**config.mk**
```make
export PLATFORM = sky130hd
export DESIGN_NAME = data_sram_axi_bridge_flat
export DESIGN_NICKNAME = d
export VERILOG_FILES = /design/src/rtl/axi_pkg.sv /design/src/rtl/data_sram_axi_bridge_if.sv /design/src/rtl/data_sram_axi_bridge.sv /design/src/flat_wrapper.sv
export SDC_FILE = /design/constraint.sdc
export NUM_CORES = 1
export LEC_CHECK = 0
export CORE_MARGIN = 1.5
export CORE_UTILIZATION = 40
export DETAILED_ROUTE_END_ITERATION = 7
export GPL_TIMING_DRIVEN = 0
export PLACE_DENSITY = 0.86
export SKIP_LAST_GASP = 1
export SLEW_MARGIN = 30
export SYNTH_ARGS = -nofsm -noshare
export SYNTH_HDL_FRONTEND = slang
export SYNTH_SLANG_ARGS = --single-unit
```
**constraint.sdc**
```tcl
create_clock -name clk -period 4.5 [get_ports clk]
set_input_delay 1.35 -clock clk [delete_from_list [all_inputs] [get_ports clk]]
set_output_delay 1.35 -clock clk [all_outputs]
set_load 0.01 [all_outputs]
```
**src/rtl/axi_pkg.sv**
```systemverilog
// axi_pkg: shared FSM states, AXI3 constants and the write-enable to AW size/address mapping
package axi_pkg;

    typedef enum logic [2:0] {IDLE, RD_REQ, RD_WAIT, WR_REQ, WR_RESP, DONE} state_t;

    localparam logic [1:0] BURST_INCR = 2'b01;
    localparam logic [1:0] RESP_OKAY  = 2'b00;
    localparam logic [2:0] SIZE_1     = 3'd0;
    localparam logic [2:0] SIZE_2     = 3'd1;
    localparam logic [2:0] SIZE_4     = 3'd2;

    typedef struct packed {
        logic [31:0] addr;
        logic [2:0]  size;
    } aw_beat_t;

    function automatic aw_beat_t wen_to_size_addr(input logic [3:0] wen, input logic [31:0] addr);
        aw_beat_t r;
        logic     half;
        logic     one_hot;
        half    = (wen == 4'b0011) || (wen == 4'b1100);
        one_hot = (wen != 4'd0) && ((wen & (wen - 4'd1)) == 4'd0);
        r.size  = (wen == 4'b1111) ? SIZE_4 : half ? SIZE_2 : one_hot ? SIZE_1 : SIZE_4;
        r.addr  = (r.size == SIZE_4) ? {addr[31:2], 2'b00} :
                  (r.size == SIZE_2) ? {addr[31:1], 1'b0} : addr;
        return r;
    endfunction

endpackage

```
**src/rtl/data_sram_axi_bridge_if.sv**
```systemverilog
// data_sram_axi_bridge_if: AXI3 single-beat bus between the bridge (master) and the slave
interface data_sram_axi_bridge_if #(
    parameter int ADDR_W = 32,
    parameter int DATA_W = 32
);
    logic [ADDR_W-1:0]   araddr;
    logic                arvalid, arready;
    logic [3:0]          arid, arlen;
    logic [2:0]          arsize;
    logic [1:0]          arburst;
    logic [3:0]          rid;
    logic [DATA_W-1:0]   rdata;
    logic [1:0]          rresp;
    logic                rlast, rvalid, rready;
    logic [ADDR_W-1:0]   awaddr;
    logic [2:0]          awsize;
    logic                awvalid, awready;
    logic [3:0]          awid, awlen;
    logic [1:0]          awburst;
    logic [DATA_W-1:0]   wdata;
    logic [DATA_W/8-1:0] wstrb;
    logic                wlast, wvalid, wready;
    logic [3:0]          wid;
    logic [3:0]          bid;
    logic [1:0]          bresp;
    logic                bvalid, bready;

    modport master (
        output araddr, arvalid, arid, arlen, arsize, arburst, rready,
               awaddr, awsize, awvalid, awid, awlen, awburst,
               wdata, wstrb, wlast, wvalid, wid, bready,
        input  arready, rid, rdata, rresp, rlast, rvalid,
               awready, wready, bid, bresp, bvalid
    );

    modport slave (
        input  araddr, arvalid, arid, arlen, arsize, arburst, rready,
               awaddr, awsize, awvalid, awid, awlen, awburst,
               wdata, wstrb, wlast, wvalid, wid, bready,
        output arready, rid, rdata, rresp, rlast, rvalid,
               awready, wready, bid, bresp, bvalid
    );

endinterface

```
**src/rtl/data_sram_axi_bridge.sv**
```systemverilog
// data_sram_axi_bridge: turns each SRAM-style data access into one single-beat AXI3 read or write, stalling until done
module data_sram_axi_bridge
    import axi_pkg::*;
#(
    parameter logic [3:0] AXI_ID = 4'd1,
    parameter int         ADDR_W = 32,
    parameter int         DATA_W = 32
) (
    input  logic                clk,
    input  logic                rst,
    input  logic                req_en,
    input  logic [3:0]          req_wen,
    input  logic [ADDR_W-1:0]   req_addr,
    input  logic [DATA_W-1:0]   req_wdata,
    output logic [DATA_W-1:0]   resp_rdata,
    output logic                stall,
    output logic                bus_err,
    data_sram_axi_bridge_if.master axi
);

    state_t            state, state_nxt;
    logic [ADDR_W-1:0] addr_q;
    logic [3:0]        wen_q;
    logic [DATA_W-1:0] wdata_q;
    logic [1:0]        resp_q;
    logic              aw_done, w_done;
    logic              aw_hs, w_hs, r_hit, b_hit;
    aw_beat_t          aw;

    assign aw_hs = axi.awvalid && axi.awready;
    assign w_hs  = axi.wvalid && axi.wready;
    assign r_hit = axi.rvalid && (axi.rid == AXI_ID);
    assign b_hit = axi.bvalid && (axi.bid == AXI_ID);
    assign aw    = wen_to_size_addr(wen_q, addr_q);

    assign axi.araddr  = {addr_q[ADDR_W-1:2], 2'b00};
    assign axi.arid    = AXI_ID;
    assign axi.arlen   = 4'd0;
    assign axi.arsize  = SIZE_4;
    assign axi.arburst = BURST_INCR;
    assign axi.awaddr  = aw.addr;
    assign axi.awsize  = aw.size;
    assign axi.awid    = AXI_ID;
    assign axi.awlen   = 4'd0;
    assign axi.awburst = BURST_INCR;
    assign axi.wdata   = wdata_q;
    assign axi.wstrb   = wen_q;
    assign axi.wlast   = 1'b1;
    assign axi.wid     = AXI_ID;

    // state register
    always_ff @(posedge clk)
        state <= rst ? IDLE : state_nxt;

    // next-state: AW and W complete independently, B is awaited only after both
    always_comb begin
        state_nxt = state;
        case (state)
            IDLE:    if (req_en) state_nxt = (req_wen == 4'd0) ? RD_REQ : WR_REQ;
            RD_REQ:  if (axi.arvalid && axi.arready) state_nxt = RD_WAIT;
            RD_WAIT: if (r_hit) state_nxt = DONE;
            WR_REQ:  if ((aw_done || aw_hs) && (w_done || w_hs)) state_nxt = WR_RESP;
            WR_RESP: if (b_hit) state_nxt = DONE;
            default: state_nxt = IDLE;
        endcase
    end

    // outputs: valids/readies follow state, stall releases only in DONE or an idle cycle
    always_comb begin
        stall       = (state == IDLE) ? req_en : (state != DONE);
        axi.arvalid = state == RD_REQ;
        axi.rready  = state == RD_WAIT;
        axi.awvalid = (state == WR_REQ) && !aw_done;
        axi.wvalid  = (state == WR_REQ) && !w_done;
        axi.bready  = state == WR_RESP;
        bus_err     = (state == DONE) && (resp_q != RESP_OKAY);
    end

    // request latch, per-channel handshake flags and response capture
    always_ff @(posedge clk) begin
        if (rst) begin
            addr_q     <= '0;
            wen_q      <= '0;
            wdata_q    <= '0;
            resp_q     <= '0;
            aw_done    <= 1'b0;
            w_done     <= 1'b0;
            resp_rdata <= '0;
        end else begin
            if (state == IDLE && req_en) begin
                addr_q  <= req_addr;
                wen_q   <= req_wen;
                wdata_q <= req_wdata;
                aw_done <= 1'b0;
                w_done  <= 1'b0;
            end
            if (state == WR_REQ) begin
                aw_done <= aw_done || aw_hs;
                w_done  <= w_done || w_hs;
            end
            if (state == RD_WAIT && r_hit) begin
                resp_rdata <= axi.rdata;
                resp_q     <= axi.rresp;
            end
            if (state == WR_RESP && b_hit)
                resp_q <= axi.bresp;
        end
    end

endmodule
```
**src/flat_wrapper.sv**
```systemverilog
// flat-port wrapper written by rule: the top's interface ports become plain ports
module data_sram_axi_bridge_flat import axi_pkg::*;
#(
    parameter logic [3:0] AXI_ID = 4'd1,
    parameter int         ADDR_W = 32,
    parameter int         DATA_W = 32
)
  (clk, rst, req_en, req_wen, req_addr, req_wdata, resp_rdata, stall, bus_err, axi_araddr, axi_arvalid, axi_arid, axi_arlen, axi_arsize, axi_arburst, axi_rready, axi_awaddr, axi_awsize, axi_awvalid, axi_awid, axi_awlen, axi_awburst, axi_wdata, axi_wstrb, axi_wlast, axi_wvalid, axi_wid, axi_bready, axi_arready, axi_rid, axi_rdata, axi_rresp, axi_rlast, axi_rvalid, axi_awready, axi_wready, axi_bid, axi_bresp, axi_bvalid);
  data_sram_axi_bridge_if #(.ADDR_W(ADDR_W), .DATA_W(DATA_W)) axi_i ();
  input  logic clk;
  input  logic rst;
  input  logic req_en;
  input  logic [3:0] req_wen;
  input  logic [ADDR_W-1:0] req_addr;
  input  logic [DATA_W-1:0] req_wdata;
  output logic [DATA_W-1:0] resp_rdata;
  output logic stall;
  output logic bus_err;
  output wire logic [$bits(axi_i.araddr)-1:0] axi_araddr;
  output wire logic [$bits(axi_i.arvalid)-1:0] axi_arvalid;
  output wire logic [$bits(axi_i.arid)-1:0] axi_arid;
  output wire logic [$bits(axi_i.arlen)-1:0] axi_arlen;
  output wire logic [$bits(axi_i.arsize)-1:0] axi_arsize;
  output wire logic [$bits(axi_i.arburst)-1:0] axi_arburst;
  output wire logic [$bits(axi_i.rready)-1:0] axi_rready;
  output wire logic [$bits(axi_i.awaddr)-1:0] axi_awaddr;
  output wire logic [$bits(axi_i.awsize)-1:0] axi_awsize;
  output wire logic [$bits(axi_i.awvalid)-1:0] axi_awvalid;
  output wire logic [$bits(axi_i.awid)-1:0] axi_awid;
  output wire logic [$bits(axi_i.awlen)-1:0] axi_awlen;
  output wire logic [$bits(axi_i.awburst)-1:0] axi_awburst;
  output wire logic [$bits(axi_i.wdata)-1:0] axi_wdata;
  output wire logic [$bits(axi_i.wstrb)-1:0] axi_wstrb;
  output wire logic [$bits(axi_i.wlast)-1:0] axi_wlast;
  output wire logic [$bits(axi_i.wvalid)-1:0] axi_wvalid;
  output wire logic [$bits(axi_i.wid)-1:0] axi_wid;
  output wire logic [$bits(axi_i.bready)-1:0] axi_bready;
  input wire logic [$bits(axi_i.arready)-1:0] axi_arready;
  input wire logic [$bits(axi_i.rid)-1:0] axi_rid;
  input wire logic [$bits(axi_i.rdata)-1:0] axi_rdata;
  input wire logic [$bits(axi_i.rresp)-1:0] axi_rresp;
  input wire logic [$bits(axi_i.rlast)-1:0] axi_rlast;
  input wire logic [$bits(axi_i.rvalid)-1:0] axi_rvalid;
  input wire logic [$bits(axi_i.awready)-1:0] axi_awready;
  input wire logic [$bits(axi_i.wready)-1:0] axi_wready;
  input wire logic [$bits(axi_i.bid)-1:0] axi_bid;
  input wire logic [$bits(axi_i.bresp)-1:0] axi_bresp;
  input wire logic [$bits(axi_i.bvalid)-1:0] axi_bvalid;
  assign axi_araddr = axi_i.araddr;
  assign axi_arvalid = axi_i.arvalid;
  assign axi_arid = axi_i.arid;
  assign axi_arlen = axi_i.arlen;
  assign axi_arsize = axi_i.arsize;
  assign axi_arburst = axi_i.arburst;
  assign axi_rready = axi_i.rready;
  assign axi_awaddr = axi_i.awaddr;
  assign axi_awsize = axi_i.awsize;
  assign axi_awvalid = axi_i.awvalid;
  assign axi_awid = axi_i.awid;
  assign axi_awlen = axi_i.awlen;
  assign axi_awburst = axi_i.awburst;
  assign axi_wdata = axi_i.wdata;
  assign axi_wstrb = axi_i.wstrb;
  assign axi_wlast = axi_i.wlast;
  assign axi_wvalid = axi_i.wvalid;
  assign axi_wid = axi_i.wid;
  assign axi_bready = axi_i.bready;
  assign axi_i.arready = axi_arready;
  assign axi_i.rid = axi_rid;
  assign axi_i.rdata = axi_rdata;
  assign axi_i.rresp = axi_rresp;
  assign axi_i.rlast = axi_rlast;
  assign axi_i.rvalid = axi_rvalid;
  assign axi_i.awready = axi_awready;
  assign axi_i.wready = axi_wready;
  assign axi_i.bid = axi_bid;
  assign axi_i.bresp = axi_bresp;
  assign axi_i.bvalid = axi_bvalid;
  data_sram_axi_bridge #(.AXI_ID(AXI_ID), .ADDR_W(ADDR_W), .DATA_W(DATA_W)) u_core (.clk(clk), .rst(rst), .req_en(req_en), .req_wen(req_wen), .req_addr(req_addr), .req_wdata(req_wdata), .resp_rdata(resp_rdata), .stall(stall), .bus_err(bus_err), .axi(axi_i));
endmodule
```
==> results.sh <==
export IMPL_initial_util_pct=41.3
export IMPL_final_net_count=983
export IMPL_reg2regPathDepth=5
export IMPL_power_static_leakage_nw=3.10
export IMPL_first_global_vias=4379
export IMPL_drt_pass1_iter_count=8
export IMPL_die_area_um2=12600
export IMPL_die_width_um=112
export IMPL_yosys_cell_types_count=35
export IMPL_drt_first_iter_violations=161
export IMPL_area_delta_synth_final_pct=65.4
export IMPL_gp_routability_congestion=0.763
export IMPL_crit_buf_inv=2
export IMPL_placement_cell_area_um2=7620
export IMPL_cts_reportedPaths_clkPinSlew_ns=0.06
export IMPL_synth_seq_cells=107
export IMPL_hold_viol_final=0
export IMPL_port_buffer_count=257
export IMPL_maxClockFrequency_mhz=240
export IMPL_min_delay_worst_type="register to register"
export IMPL_power_density_nw_per_um2=411
export IMPL_drcViolationCount=20
export IMPL_timing_setup_critical_path_class="primary input to primary output"
export IMPL_routed_via_count=4530
export IMPL_commonest_non_fill_non_tap_cell_in_the_layout="clkdlybuf4s50_1"
export IMPL_clkLatencyLatePin_ns=0.34
export IMPL_path_common_cell="clkdlybuf4s50_1"
export IMPL_final_layout_size_suffix_gt1_share_pct=14.6
export IMPL_status="finished, violations left"
export IMPL_report_final_slew_viol_count=0
export IMPL_syn_instance_count=565
export IMPL_synth_largest_type_area_fraction_pct=45.0
export IMPL_cts_sinks=107
export IMPL_timing_setup_tns_ns=0
export IMPL_netlist_area_um2=4760
export IMPL_drv_max_cap_violation_count=0
export IMPL_fin_skew_ns=0.00641
export IMPL_cts_repair_timing_setup_buffer_count=0
export IMPL_ys_flop_type="dfxtp_1"
export IMPL_antenna_found_initial=0
export IMPL_slowest_delay_ns=0.49
export IMPL_worst_endpoint_arrival_ns=2.82
export IMPL_cp_start_kind="primary input"
export IMPL_synth_yosys_seq_area_share_pct=45.0
export IMPL_mostFrequentLayoutCells="257 x clkdlybuf4s50_1, 140 x nand2_1, 107 x dfxtp_1, 92 x buf_4, 72 x a21oi_1"
export IMPL_asyncSetResetFlopFracSynth_pct=0
export IMPL_power_ir_vdd_worst_mv=0.245
export IMPL_crit_path_cell_trace="clkdlybuf4s50_1 -> nor3_1 -> a21oi_1 -> or2_2 -> clkdlybuf4s50_1"
export IMPL_cts_made_buffers=9
export IMPL_cts_root_buf="clkbuf_16"
export IMPL_critical_path_required_ns=3.15
export IMPL_worst_slew_pin_transition_ns=0.590
export IMPL_setup_repair_after_global_routing_missed_its_margin="no"
export IMPL_slew_limit_headroom_pct=60.7
export IMPL_cp_slowest_cell="clkdlybuf4s50_1"
export IMPL_postLayoutCellArea_um2=7870
export IMPL_post_synth_top_area_cell="dfxtp_1"
export IMPL_htreeDepth=3
export IMPL_period_share_pct=92.6
export IMPL_cts_tree="yes"
export IMPL_synth_edff_count=0
export IMPL_slack_of_the_worst_reg_to_reg_path_ns=2.79
export IMPL_ant_nets=0
export IMPL_timing_rr_end="u_core.axi.wdata[29]"
export IMPL_hpwlAfterDp_mm=10.8
export IMPL_global_route_wire_length_before_repair_mm=21.4
export IMPL_setup_viol=0
export IMPL_post_route_min_period_ns=4.17
export IMPL_num_io_pins=291
export IMPL_floorplan_die_height_um=112
export IMPL_r2r_path_start="u_core.state[2]"
export IMPL_grt_max_degree=16
export IMPL_crit_path_end_kind="primary output"
export IMPL_resize_count_post_cts=0
export IMPL_failed_checks="DRC"
export IMPL_detail_route_vias_per_cell=4.49
export IMPL_core_rowCount=39
export IMPL_coreArea_um2=11500
export IMPL_timing_critical_path_fanout_max=4
export IMPL_detail_route_wirelength_mm=13.6
export IMPL_cts_hold_buffers_added=0
export IMPL_hold_path_end="u_core.axi.wdata[2]"
export IMPL_num_antenna_cells=0
export IMPL_holdPathStages=2
export IMPL_grt_ovfl_total=0
export IMPL_synth_yosys_warnings=0
export IMPL_post_drt_wl_per_cell_um=13.5
export IMPL_syn_mean_instance_area_um2=8.42
export IMPL_cpLargestDelayFamily="buffers and inverters"
export IMPL_synth_area_leaders="dfxtp_1 45%, buf_4 15%, nand2_1 11%, a21oi_1 7.6%, mux2i_1 6.9%"
export IMPL_cts_path_max_buffers=2
export IMPL_gr_usage_all_layers_pct=21.4
export IMPL_worst_hold_startpoint="u_core.axi.wdata[2]"
-- worst max path at each step --
stage	endpoint	startpoint	cells after the start	slack (ns)
floorplan	stall	req_en	3	1.34
global placement	stall	req_en	5	0.35
detailed placement	stall	req_en	5	0.33
CTS	stall	req_en	5	0.32
global route	stall	req_en	5	0.26
finish	stall	req_en	5	0.33
-- stage by stage --
stage / utilization (%) / hold WS [ns] / total power, mW / instances / setup slack [ns]
2_1_floorplan: - / 0.432 / 1.92 / 594 / 1.34
3_3_place_gp: 66.1 / 0.441 / 2.55 / 994 / 0.350
3_5_place_dp: 66.1 / 0.446 / 2.57 / 994 / 0.330
4_1_cts: 68.3 / 0.455 / 3.27 / 1008 / 0.322
5_1_grt: 68.3 / 0.477 / 3.43 / 1008 / 0.263
6_report: 68.3 / 0.453 / 3.23 / 1008 / 0.334
-- cells by family after synthesis --
family	after synthesis	share of synthesized area, %
flops	107	45.0
xor+xnor	2	0.368
simple gates	207	19.0
mux	34	7.18
buf+inv	128	18.5
compound gates	85	9.71
other cells	2	0.158
-- worst reg2reg max path, stage by stage, from the launching register on --
cell,delay (ns)
dfxtp_1,0.31
buf_6,0.13
nor4b_4,0.51
clkbuf_1,0.45
nand2_1,0.10
a21oi_1,0.14
-- synth_stat cells, types with 3 or more instances --
master and number:
o21ai_0 5, a21oi_1 72, nand2_1 140, inv_1 3, nor2_1 40, clkbuf_1 19, buf_2 8, mux2i_1 33
buf_4 92, nor2b_1 4, buf_6 6, dfxtp_1 107, nor3_1 5, nand3_1 3
-- state kept, by name, indices dropped and copies added (netlist names) --
name,cells
u_core.addr_q,32
u_core.aw_done,1
u_core.axi.wdata,32
u_core.axi.wstrb,4
u_core.resp_q,2
u_core.resp_rdata,32
u_core.state,3
u_core.w_done,1
-- metal layers --
metal  track usage, %  up-vias  wire [µm]
li1                 -     2301          -
met1             22.3     2038       5010
met2             41.0      177       7180
met3             6.75       14       1280
met4             6.33        0        161
met5                0        -          0
-- where the power goes --
part	internal [mW]	total [mW]	switching, mW
sequential	1.08	1.17	0.0903
combinational	0.749	1.36	0.612
clock	0.368	0.696	0.328
total	2.20	3.23	1.03
-- final cells by class --
type | count | area, µm²
Fill cell | 961 | 3650
Clock buffer | 11 | 233
Tap cell | 143 | 179
Timing Repair Buffer | 257 | 2570
Multi-Input combinational cell | 359 | 1840
Inverter | 3 | 11.3
Buffer | 125 | 870
Clock inverter | 3 | 17.5
Sequential cell | 107 | 2140
Note: power is estimated with default switching activity, not from simulation.
